$ cat config.mk
export PLATFORM = sky130hd
export DESIGN_NAME = seg_scan_driver_flat
export DESIGN_NICKNAME = d
export VERILOG_FILES = /design/src/rtl/seg_scan_driver_if.sv /design/src/rtl/seg_scan_driver.sv /design/src/flat_wrapper.sv
export SDC_FILE = /design/constraint.sdc
export NUM_CORES = 1
export LEC_CHECK = 0
export BUFFER_PORTS_ARGS = -buffer_cell sky130_fd_sc_hd__clkbuf_2
export CORE_MARGIN = 4
export CORE_UTILIZATION = 30
export DETAILED_ROUTE_END_ITERATION = 10
export GPL_TIMING_DRIVEN = 0
export MAX_ROUTING_LAYER = met4
export PLACE_DENSITY = 0.5
export REMOVE_ABC_BUFFERS = 1
export SYNTH_ARGS = -nofsm -noshare
export SYNTH_HDL_FRONTEND = slang
export SYNTH_SLANG_ARGS = --single-unit
$ cat constraint.sdc
create_clock -name clk -period 2.3 [get_ports clk]
set_clock_uncertainty 0.1 [all_clocks]
set_input_delay 0 -clock clk [delete_from_list [all_inputs] [get_ports clk]]
set_output_delay 0 -clock clk [all_outputs]
set_load 0.01 [all_outputs]
$ cat src/rtl/seg_scan_driver_if.sv
// Bus between the CPU-side value publisher and the 4-digit 7-segment scan driver.
// value_vld is a one-cycle strobe with no ready: the driver always accepts, last strobe in a frame wins.
interface seg_scan_driver_if;
  logic [15:0] value_in;
  logic        value_vld;
  logic [3:0]  dp_in;
  logic        blank;
  logic [3:0]  sel;
  logic [7:0]  data;
  logic        digit_tick;

  modport master (
    output value_in, value_vld, dp_in, blank,
    input  sel, data, digit_tick
  );

  modport slave (
    input  value_in, value_vld, dp_in, blank,
    output sel, data, digit_tick
  );
endinterface

$ cat src/rtl/seg_scan_driver.sv
// Time-multiplexes a 16-bit value as 4 hex digits onto an active-low 7-segment bus.
// Optional SEG_LEADING_ZERO_BLANK_EN darkens leading zero digits 3..1.
module seg_scan_driver #(
  parameter int SCAN_DIV = 50000,
  parameter int CNT_W    = 20
) (
  input  logic               clk,
  input  logic               rrst,
  seg_scan_driver_if.slave   bus
);

  logic [CNT_W-1:0] cnt_q, cnt_d;
  logic [1:0]       idx_q, idx_d;
  logic [15:0]      pending_q, pending_d;
  logic [15:0]      disp_q, disp_d;
  logic [3:0]       sel_q, sel_d;
  logic [7:0]       data_q, data_d;
  logic             tc;
  logic             frame_end;
  logic             suppress;
  logic [3:0]       nibble;

  function automatic logic [6:0] seg7(input logic [3:0] n);
    case (n)
      4'h0: seg7 = 7'h40;
      4'h1: seg7 = 7'h79;
      4'h2: seg7 = 7'h24;
      4'h3: seg7 = 7'h30;
      4'h4: seg7 = 7'h19;
      4'h5: seg7 = 7'h12;
      4'h6: seg7 = 7'h02;
      4'h7: seg7 = 7'h78;
      4'h8: seg7 = 7'h00;
      4'h9: seg7 = 7'h10;
      4'hA: seg7 = 7'h08;
      4'hB: seg7 = 7'h03;
      4'hC: seg7 = 7'h46;
      4'hD: seg7 = 7'h21;
      4'hE: seg7 = 7'h06;
      default: seg7 = 7'h0E;
    endcase
  endfunction

  always_comb begin
    tc        = (cnt_q == CNT_W'(SCAN_DIV - 1));
    frame_end = tc && (idx_q == 2'd3);
    cnt_d     = tc ? '0 : cnt_q + CNT_W'(1);
    idx_d     = tc ? idx_q + 2'd1 : idx_q;
    pending_d = pending_q;
    disp_d    = disp_q;
    // A strobe on the boundary edge bypasses pending so it lands in the new frame.
    if (bus.value_vld) pending_d = bus.value_in;
    if (frame_end)     disp_d    = bus.value_vld ? bus.value_in : pending_q;

    nibble = disp_q[{idx_q, 2'b00} +: 4];
`ifdef SEG_LEADING_ZERO_BLANK_EN
    case (idx_q)
      2'd3:    suppress = (disp_q[15:12] == 4'h0);
      2'd2:    suppress = (disp_q[15:8]  == 8'h00);
      2'd1:    suppress = (disp_q[15:4]  == 12'h000);
      default: suppress = 1'b0;
    endcase
`else
    suppress = 1'b0;
`endif

    // Outputs follow the pre-edge index, so a digit switch is a single clean edge.
    sel_d  = 4'b1111;
    data_d = 8'hFF;
    if (!bus.blank && !suppress) begin
      sel_d  = ~(4'b0001 << idx_q);
      data_d = {~bus.dp_in[idx_q], seg7(nibble)};
    end
  end

  always_ff @(posedge clk) begin
    if (rrst) begin
      cnt_q     <= '0;
      idx_q     <= 2'd0;
      pending_q <= 16'h0000;
      disp_q    <= 16'h0000;
      sel_q     <= 4'b1111;
      data_q    <= 8'hFF;
    end else begin
      cnt_q     <= cnt_d;
      idx_q     <= idx_d;
      pending_q <= pending_d;
      disp_q    <= disp_d;
      sel_q     <= sel_d;
      data_q    <= data_d;
    end
  end

  assign bus.sel        = sel_q;
  assign bus.data       = data_q;
  assign bus.digit_tick = tc & ~rrst;

endmodule

$ cat src/flat_wrapper.sv
// flat-port wrapper written by rule: the top's interface ports become plain ports
module seg_scan_driver_flat 
#(
  parameter int SCAN_DIV = 50000,
  parameter int CNT_W    = 20
)
  (clk, rrst, bus_value_in, bus_value_vld, bus_dp_in, bus_blank, bus_sel, bus_data, bus_digit_tick);
  seg_scan_driver_if bus_i ();
  input  logic clk;
  input  logic rrst;
  input wire logic [$bits(bus_i.value_in)-1:0] bus_value_in;
  input wire logic [$bits(bus_i.value_vld)-1:0] bus_value_vld;
  input wire logic [$bits(bus_i.dp_in)-1:0] bus_dp_in;
  input wire logic [$bits(bus_i.blank)-1:0] bus_blank;
  output wire logic [$bits(bus_i.sel)-1:0] bus_sel;
  output wire logic [$bits(bus_i.data)-1:0] bus_data;
  output wire logic [$bits(bus_i.digit_tick)-1:0] bus_digit_tick;
  assign bus_i.value_in = bus_value_in;
  assign bus_i.value_vld = bus_value_vld;
  assign bus_i.dp_in = bus_dp_in;
  assign bus_i.blank = bus_blank;
  assign bus_sel = bus_i.sel;
  assign bus_data = bus_i.data;
  assign bus_digit_tick = bus_i.digit_tick;
  seg_scan_driver #(.SCAN_DIV(SCAN_DIV), .CNT_W(CNT_W)) u_core (.clk(clk), .rrst(rrst), .bus(bus_i));
endmodule
==> impl_metrics.yaml, run 1 <==
layout:
  area.sequential_um2: 1330
  fin_nets: 374
  fill_cells: 945
  drive_above_1_share: 0.241
  multiInputGateArea_um2: 1530
  layout-area-overhead-vs-synth_pct: 23.4
  n_antenna_cell: 0
synthesis:
  dominantRegCellSynth: "dfxtp_1"
  synth_cells: 288
  ys.warnings.count: 0
  synth.top_cell.area_share: 0.447
  synth_top_cell_by_area: "dfxtp_1"
  synth_top_cells_by_area: "dfxtp_1 (45%), mux2i_1 (6.1%), mux2_4 (5.1%)"
  ys_seq_elements: 66
  post_synth_instance_area_um2: 2960
  synthXorXnorAreaFrac: 0.0415
  synth.most_common_cell: "dfxtp_1"
  yosys-mux-area-fraction: 0.173
  post_synth_fa_ha_maj_area_fraction: 0.0466
  synth_compound_gate_area_share: 0.0533
  synthesis.area_per_instance_um2: 10.3
  post_synthesis_sequential_area_ratio: 0.447
  synth-edff-count: 0
  largest_family_of_logic_cells_by_synthesized_area: "simple AND/OR/NAND/NOR gates"
  synth-simple-area-share: 0.197
  netlist_top_cells_count: "dfxtp_1 (66), nor2_1 (37), mux2i_1 (18)"
  ys_async_sr_fraction: 0
  synth_cell_types: 44
global_route:
  grt_first_pass_wirelength_um: 10100
  grt_ovf: 0
  grt_pass1_vias: 2082
  grt_start_max_net_pins: 39
  number_of_antenna_violations_at_the_first_check_in_global_routing: 0
  grt.total_usage: 0.114
min_path:
  min_delay_worst_endpoint: "u_core.idx_q[0]"
  worstHoldStart: "rrst"
  path_category_of_the_worst_min_delay_check: "in -> reg"
  whs_path_depth: 2
power_and_ir_drop:
  p_per_area_nw_per_um2: 648
  ir_worst_vdd_uv: 301
  leakage_nw: 1.44
  p_total_mw: 2.36
floorplanning:
  die_area_um2: 11500
  rows: 35
  pin_count: 37
  std_cell_core_area_um2: 9420
  die_h_um: 107
  die_width_um: 107
  initial_core_util: 0.314
clocking:
  clk_transition_reported_paths_ns: 0.07
  cts_tree: "done"
  numClockSinks: 66
  cts.htree.levels: 3
  postCtsSetupRepairBufs: 0
  tritoncts.num_buffers: 9
  cts.root.buffer_cell: "clkbuf_8"
  maximum_buffer_depth_of_the_clock_tree: 2
  clk-insertion-delay-late_ns: 0.34
setup_path:
  reg2reg_slack_ns: 0.14
  reg2reg_to: "u_core.bus.data[3]"
  timing.setup.critical_path_class: "reg -> reg"
  critical_path.endpoint_type: "register"
  worst_path_fanout_max: 9
  critical_path_arrival_ns: 2.25
  startpoint_type: "register"
  timing.reg2reg.worst_path_depth: 6
  r2r-start: "u_core.idx_q[1]"
  worst-endpoint-required_ns: 2.38
sta:
  report.final.hold_viol_count: 0
  timing.hold.ws_ns: 0.255
  fin_crit_ns: 2.16
  finalMaxSlewViolations: 0
  setup_viol: 0
  slew-limit-headroom: 0.493
  period_share: 0.941
  rsz0062_at_grt: "no"
  setup_total_negative_slack_ns: 0
  worst_pin_slew_ns: 0.760
  maximum_achievable_frequency_mhz: 462
drt:
  postRouteWirelength_um: 5910
  dr_total_vias: 2142
  drt-vias-per-instance: 4.53
  drc: 0
  drt_first_iter_violations: 90
  dr.pass1.iters: 4
  drtAntennaViolNets: 0
  wl_per_cell_um: 12.5
place:
  dp_hpwl_um: 3920
  routabilityCongestion: 0.756
  io_buffers: 36
run_status:
  run_status: "completed"
job:
  max_cap_viol_count: 0
==> worst max path at each step <==
stage / start / to / cells after the start
2_1_floorplan: u_core.idx_q[0] / u_core.bus.data[1] / 5
3_3_place_gp: u_core.cnt_q[16] / u_core.cnt_q[3] / 4
3_5_place_dp: u_core.idx_q[0] / u_core.bus.data[3] / 6
4_1_cts: u_core.cnt_q[0] / u_core.disp_q[10] / 5
5_1_grt: u_core.idx_q[1] / u_core.bus.data[3] / 6
6_report: u_core.idx_q[1] / u_core.bus.data[3] / 6
==> stage by stage <==
| step | setup WS [ns] | utilization | cells | area, um2 |
|---|---|---|---|---|
| floorplan | 0.299 | - | 273 | 2870 |
| global placement | -0.287 | 0.341 | 438 | 3210 |
| detailed placement | -0.0910 | 0.342 | 438 | 3220 |
| CTS | 0.0529 | 0.385 | 473 | 3630 |
| global route | 0.0255 | 0.388 | 473 | 3650 |
| finish | 0.136 | 0.388 | 473 | 3650 |
==> cells in the final DEF (no fill, tap or decap), drive strengths merged, types with 2 or more instances in the layout <==
| cell type | n |
|---|---|
| a21oi | 10 |
| nor3 | 3 |
| nor2b | 17 |
| nand3 | 10 |
| xor2 | 7 |
| and4 | 2 |
| xnor2 | 7 |
| dfxtp | 66 |
| ha | 11 |
| bufinv | 2 |
| dlygate4sd3 | 19 |
| and2 | 3 |
| inv | 11 |
| o21ai | 4 |
| nand2 | 11 |
| mux4 | 5 |
| or3 | 2 |
| mux2i | 18 |
| o221ai | 4 |
| nand2b | 2 |
| mux2 | 16 |
| clkinv | 3 |
| clkinvlp | 2 |
| clkbuf | 45 |
| a31o | 2 |
| nor4 | 5 |
| nor2 | 37 |
| nand4 | 9 |
==> sequential cells by signal (all words and copies together) (netlist names) <==
register / cells
u_core.bus.data: 8
u_core.bus.sel: 4
u_core.cnt_q: 20
u_core.disp_q: 16
u_core.idx_q: 2
u_core.pending_q: 16
==> repair_timing <==
action	CTS	global route
pin swaps	0	0
gates resized for setup	1	4
endpoints found under the hold margin	40	0
setup endpoints to repair	2	19
hold buffers	19	0
==> metal layers <==
layer / wire [um] / global-route usage
met1: 2960 / 0.148
met2: 2580 / 0.163
met3: 219 / 0.0264
met4: 148 / 0.0639
met5: 0 / -
==> cell type report <==
cell class,instances,share of cell area
timing repair buffer,55,0.102
clock buffer,9,0.0340
tap,129,0.0442
inverter,11,0.0113
sequential,66,0.363
multi-input combinational,196,0.420
clock inverter,7,0.0257
==> cell families (layout without fill, tap and decap cells) <==
| kind of cell | count (synthesis) | in the layout |
|---|---|---|
| compound gates | 25 | 25 |
| xor+xnor | 14 | 14 |
| fa+ha+maj | 11 | 11 |
| buf+inv | 26 | 82 |
| flops | 66 | 66 |
| mux | 39 | 39 |
| simple gates | 107 | 107 |
==> worst max-delay path: stages, from the launching register on <==
cell and delay, ns:
dfxtp_1 0.62, mux4_2 0.47, ha_1 0.28, inv_1 0.07
mux2i_1 0.06, nor4_1 0.33, a31oi_1 0.08
==> report_power, final <==
group	internal [mW]	leakage, nW	switching (mW)
Sequential	1.17	0.539	0.00974
Combinational	0.0662	0.797	0.0610
Clock	0.607	0.105	0.450
Note: power is estimated with default switching activity, not from simulation.
==> inputs of run 2 (changes only) <==
--- a/config.mk
+++ b/config.mk
@@ -11,7 +11,7 @@
 export DETAILED_ROUTE_END_ITERATION = 10
 export GPL_TIMING_DRIVEN = 0
 export MAX_ROUTING_LAYER = met4
-export PLACE_DENSITY = 0.5
+export PLACE_DENSITY = 0.52
 export REMOVE_ABC_BUFFERS = 1
 export SYNTH_ARGS = -nofsm -noshare
 export SYNTH_HDL_FRONTEND = slang
==> run 2 against run 1 <==
  * Register-to-register slack improved by 0.02 ns
  * Total power increased by 6.5%
  * Utilization increased by 0.23 points
  * Critical path type unchanged
  * Largest power group is now the clock network
==> impl_metrics.yaml, run 2 (same netlist as run 1, synthesis figures left out) <==
run_status:
  run_status: "completed"
drt:
  drt_first_iter_violations: 76
  drtAntennaViolNets: 0
  drt-vias-per-instance: 4.50
  postRouteWirelength_um: 5930
  wl_per_cell_um: 12.5
  drc: 0
  dr_total_vias: 2130
  dr.pass1.iters: 4
clocking:
  clk_transition_reported_paths_ns: 0.07
  postCtsSetupRepairBufs: 0
  cts.root.buffer_cell: "clkbuf_8"
  cts_tree: "done"
  maximum_buffer_depth_of_the_clock_tree: 2
  tritoncts.num_buffers: 9
  clk-insertion-delay-late_ns: 0.34
  numClockSinks: 66
  cts.htree.levels: 3
layout:
  layout.cells.most_common: "dfxtp_1"
  design_area_um2: 3670
  max_flop_register: "u_core.cnt_q"
  fin_nets: 374
  layout-area-overhead-vs-synth_pct: 24.1
  most-common-layout-cells: "dfxtp_1 (65), nor2_1 (37), clkbuf_2 (36)"
  drive_above_1_share: 0.238
  layout_top_registers: "u_core.cnt_q: 20 flops, u_core.disp_q: 16 flops, u_core.pending_q: 16 flops"
  n_antenna_cell: 0
  largest_register_ff_count: 20
setup_path:
  critPathLaunch: "u_core.cnt_q[0]"
  timing.setup.critical_path_class: "reg -> reg"
  cp_top_family: "simple AND/OR/NAND/NOR gates"
  critical_path_arrival_ns: 2.28
  worst_path_fanout_max: 16
  worst-endpoint-required_ns: 2.43
  timing.critical_path.depth: 5
  slowest_stage: "mux2_4"
  path_buf_inv: 0
  timing.reg2reg.worst_path_depth: 5
  critical_path.endpoint_type: "register"
  startpoint_type: "register"
  path_cells: "ha_1 -> nand3_1 -> nor3b_4 -> nand3_4 -> mux2_4"
  timing.critical_path.slowest_cell_delay_ns: 0.38
  r2r-start: "u_core.cnt_q[0]"
sta:
  slew-limit-headroom: 0.439
  setup_total_negative_slack_ns: 0
  setup_viol: 0
  report.final.hold_viol_count: 0
  worst_pin_slew_ns: 0.841
  maximum_achievable_frequency_mhz: 466
  timing.hold.ws_ns: 0.240
  period_share: 0.933
  rsz0062_at_grt: "yes"
  fin_crit_ns: 2.15
  finalMaxSlewViolations: 0
floorplanning:
  rows: 35
  die_width_um: 107
  die_area_um2: 11500
  die_h_um: 107
  std_cell_core_area_um2: 9420
  pin_count: 37
  initial_core_util: 0.314
global_route:
  number_of_antenna_violations_at_the_first_check_in_global_routing: 0
  grt_pass1_vias: 2038
  grt_ovf: 0
  grt.met3_usage: 0.0354
  gr-usage-met2: 0.165
  grt.total_usage: 0.110
  use_met1: 0.137
  grt_start_max_net_pins: 39
  grt_busiest_layer: "met2"
  grt_first_pass_wirelength_um: 9740
place:
  dp_hpwl_um: 3990
  io_buffers: 36
  routabilityCongestion: 0.723
  dpl_cell_area_um2: 3220
min_path:
  whs_path_depth: 2
  worstHoldStart: "rrst"
  path_category_of_the_worst_min_delay_check: "in -> reg"
power_and_ir_drop:
  ir_worst_vdd_uv: 237
  leakage_nw: 1.45
  p_per_area_nw_per_um2: 686
job:
  max_cap_viol_count: 0
## run 2: cell count changes in the layout (fill, tap and decap cells not counted), sizes merged
| cell | delta |
|---|---|
| bufinv | +1 |
| clkbuf | +1 |
| clkinv | -2 |
## run 2: layout make-up
type                            instances  area [um2]
Fill cell                             949        5750
Clock inverter                          6         114
Multi-Input combinational cell        196        1520
Timing Repair Buffer                   55         370
Tap cell                              129         161
Inverter                               11        41.3
Clock buffer                           10         138
Sequential cell                        66        1330
## run 2: power breakdown
group | switching (mW) | leakage, nW | internal, mW
clock | 0.461 | 0.119 | 0.751
combinational | 0.0603 | 0.796 | 0.0652
sequential | 0.00948 | 0.539 | 1.17
total | 0.531 | 1.45 | 1.99
## run 2: worst paths after layout
| path | to | slack [ns] |
|---|---|---|
| worst min register to register | u_core.cnt_q[0] | 0.36 |
| worst max register to register | u_core.disp_q[13] | 0.15 |
| worst min-delay path | u_core.idx_q[0] | 0.24 |
| worst max-delay path | u_core.disp_q[13] | 0.15 |
## run 2: routing by layer
layer / up-vias / wire length (um) / share of wire
met1: 988 / 2850 / 0.48
li1: 1100 / - / -
met5: - / 0 / 0
met4: 0 / 112 / 0.019
met2: 33 / 2730 / 0.46
met3: 9 / 235 / 0.040
## run 2: through the flow
stage / util / setup slack [ns] / power [mW] / std cells
after floorplan: - / 0.299 / 1.25 / 273
after global placement: 0.341 / -0.289 / 1.31 / 438
after detailed placement: 0.342 / -0.0698 / 1.31 / 438
after CTS: 0.389 / 0.0821 / 2.55 / 473
after global routing: 0.390 / -0.00911 / 2.61 / 473
final: 0.390 / 0.154 / 2.52 / 473
## run 2: timing repair
action                     in CTS  in global routing
setup endpoints to repair       2                 15
hold endpoints to repair       39                  0
resized for setup               1                  2
hold buffers                   19                  0
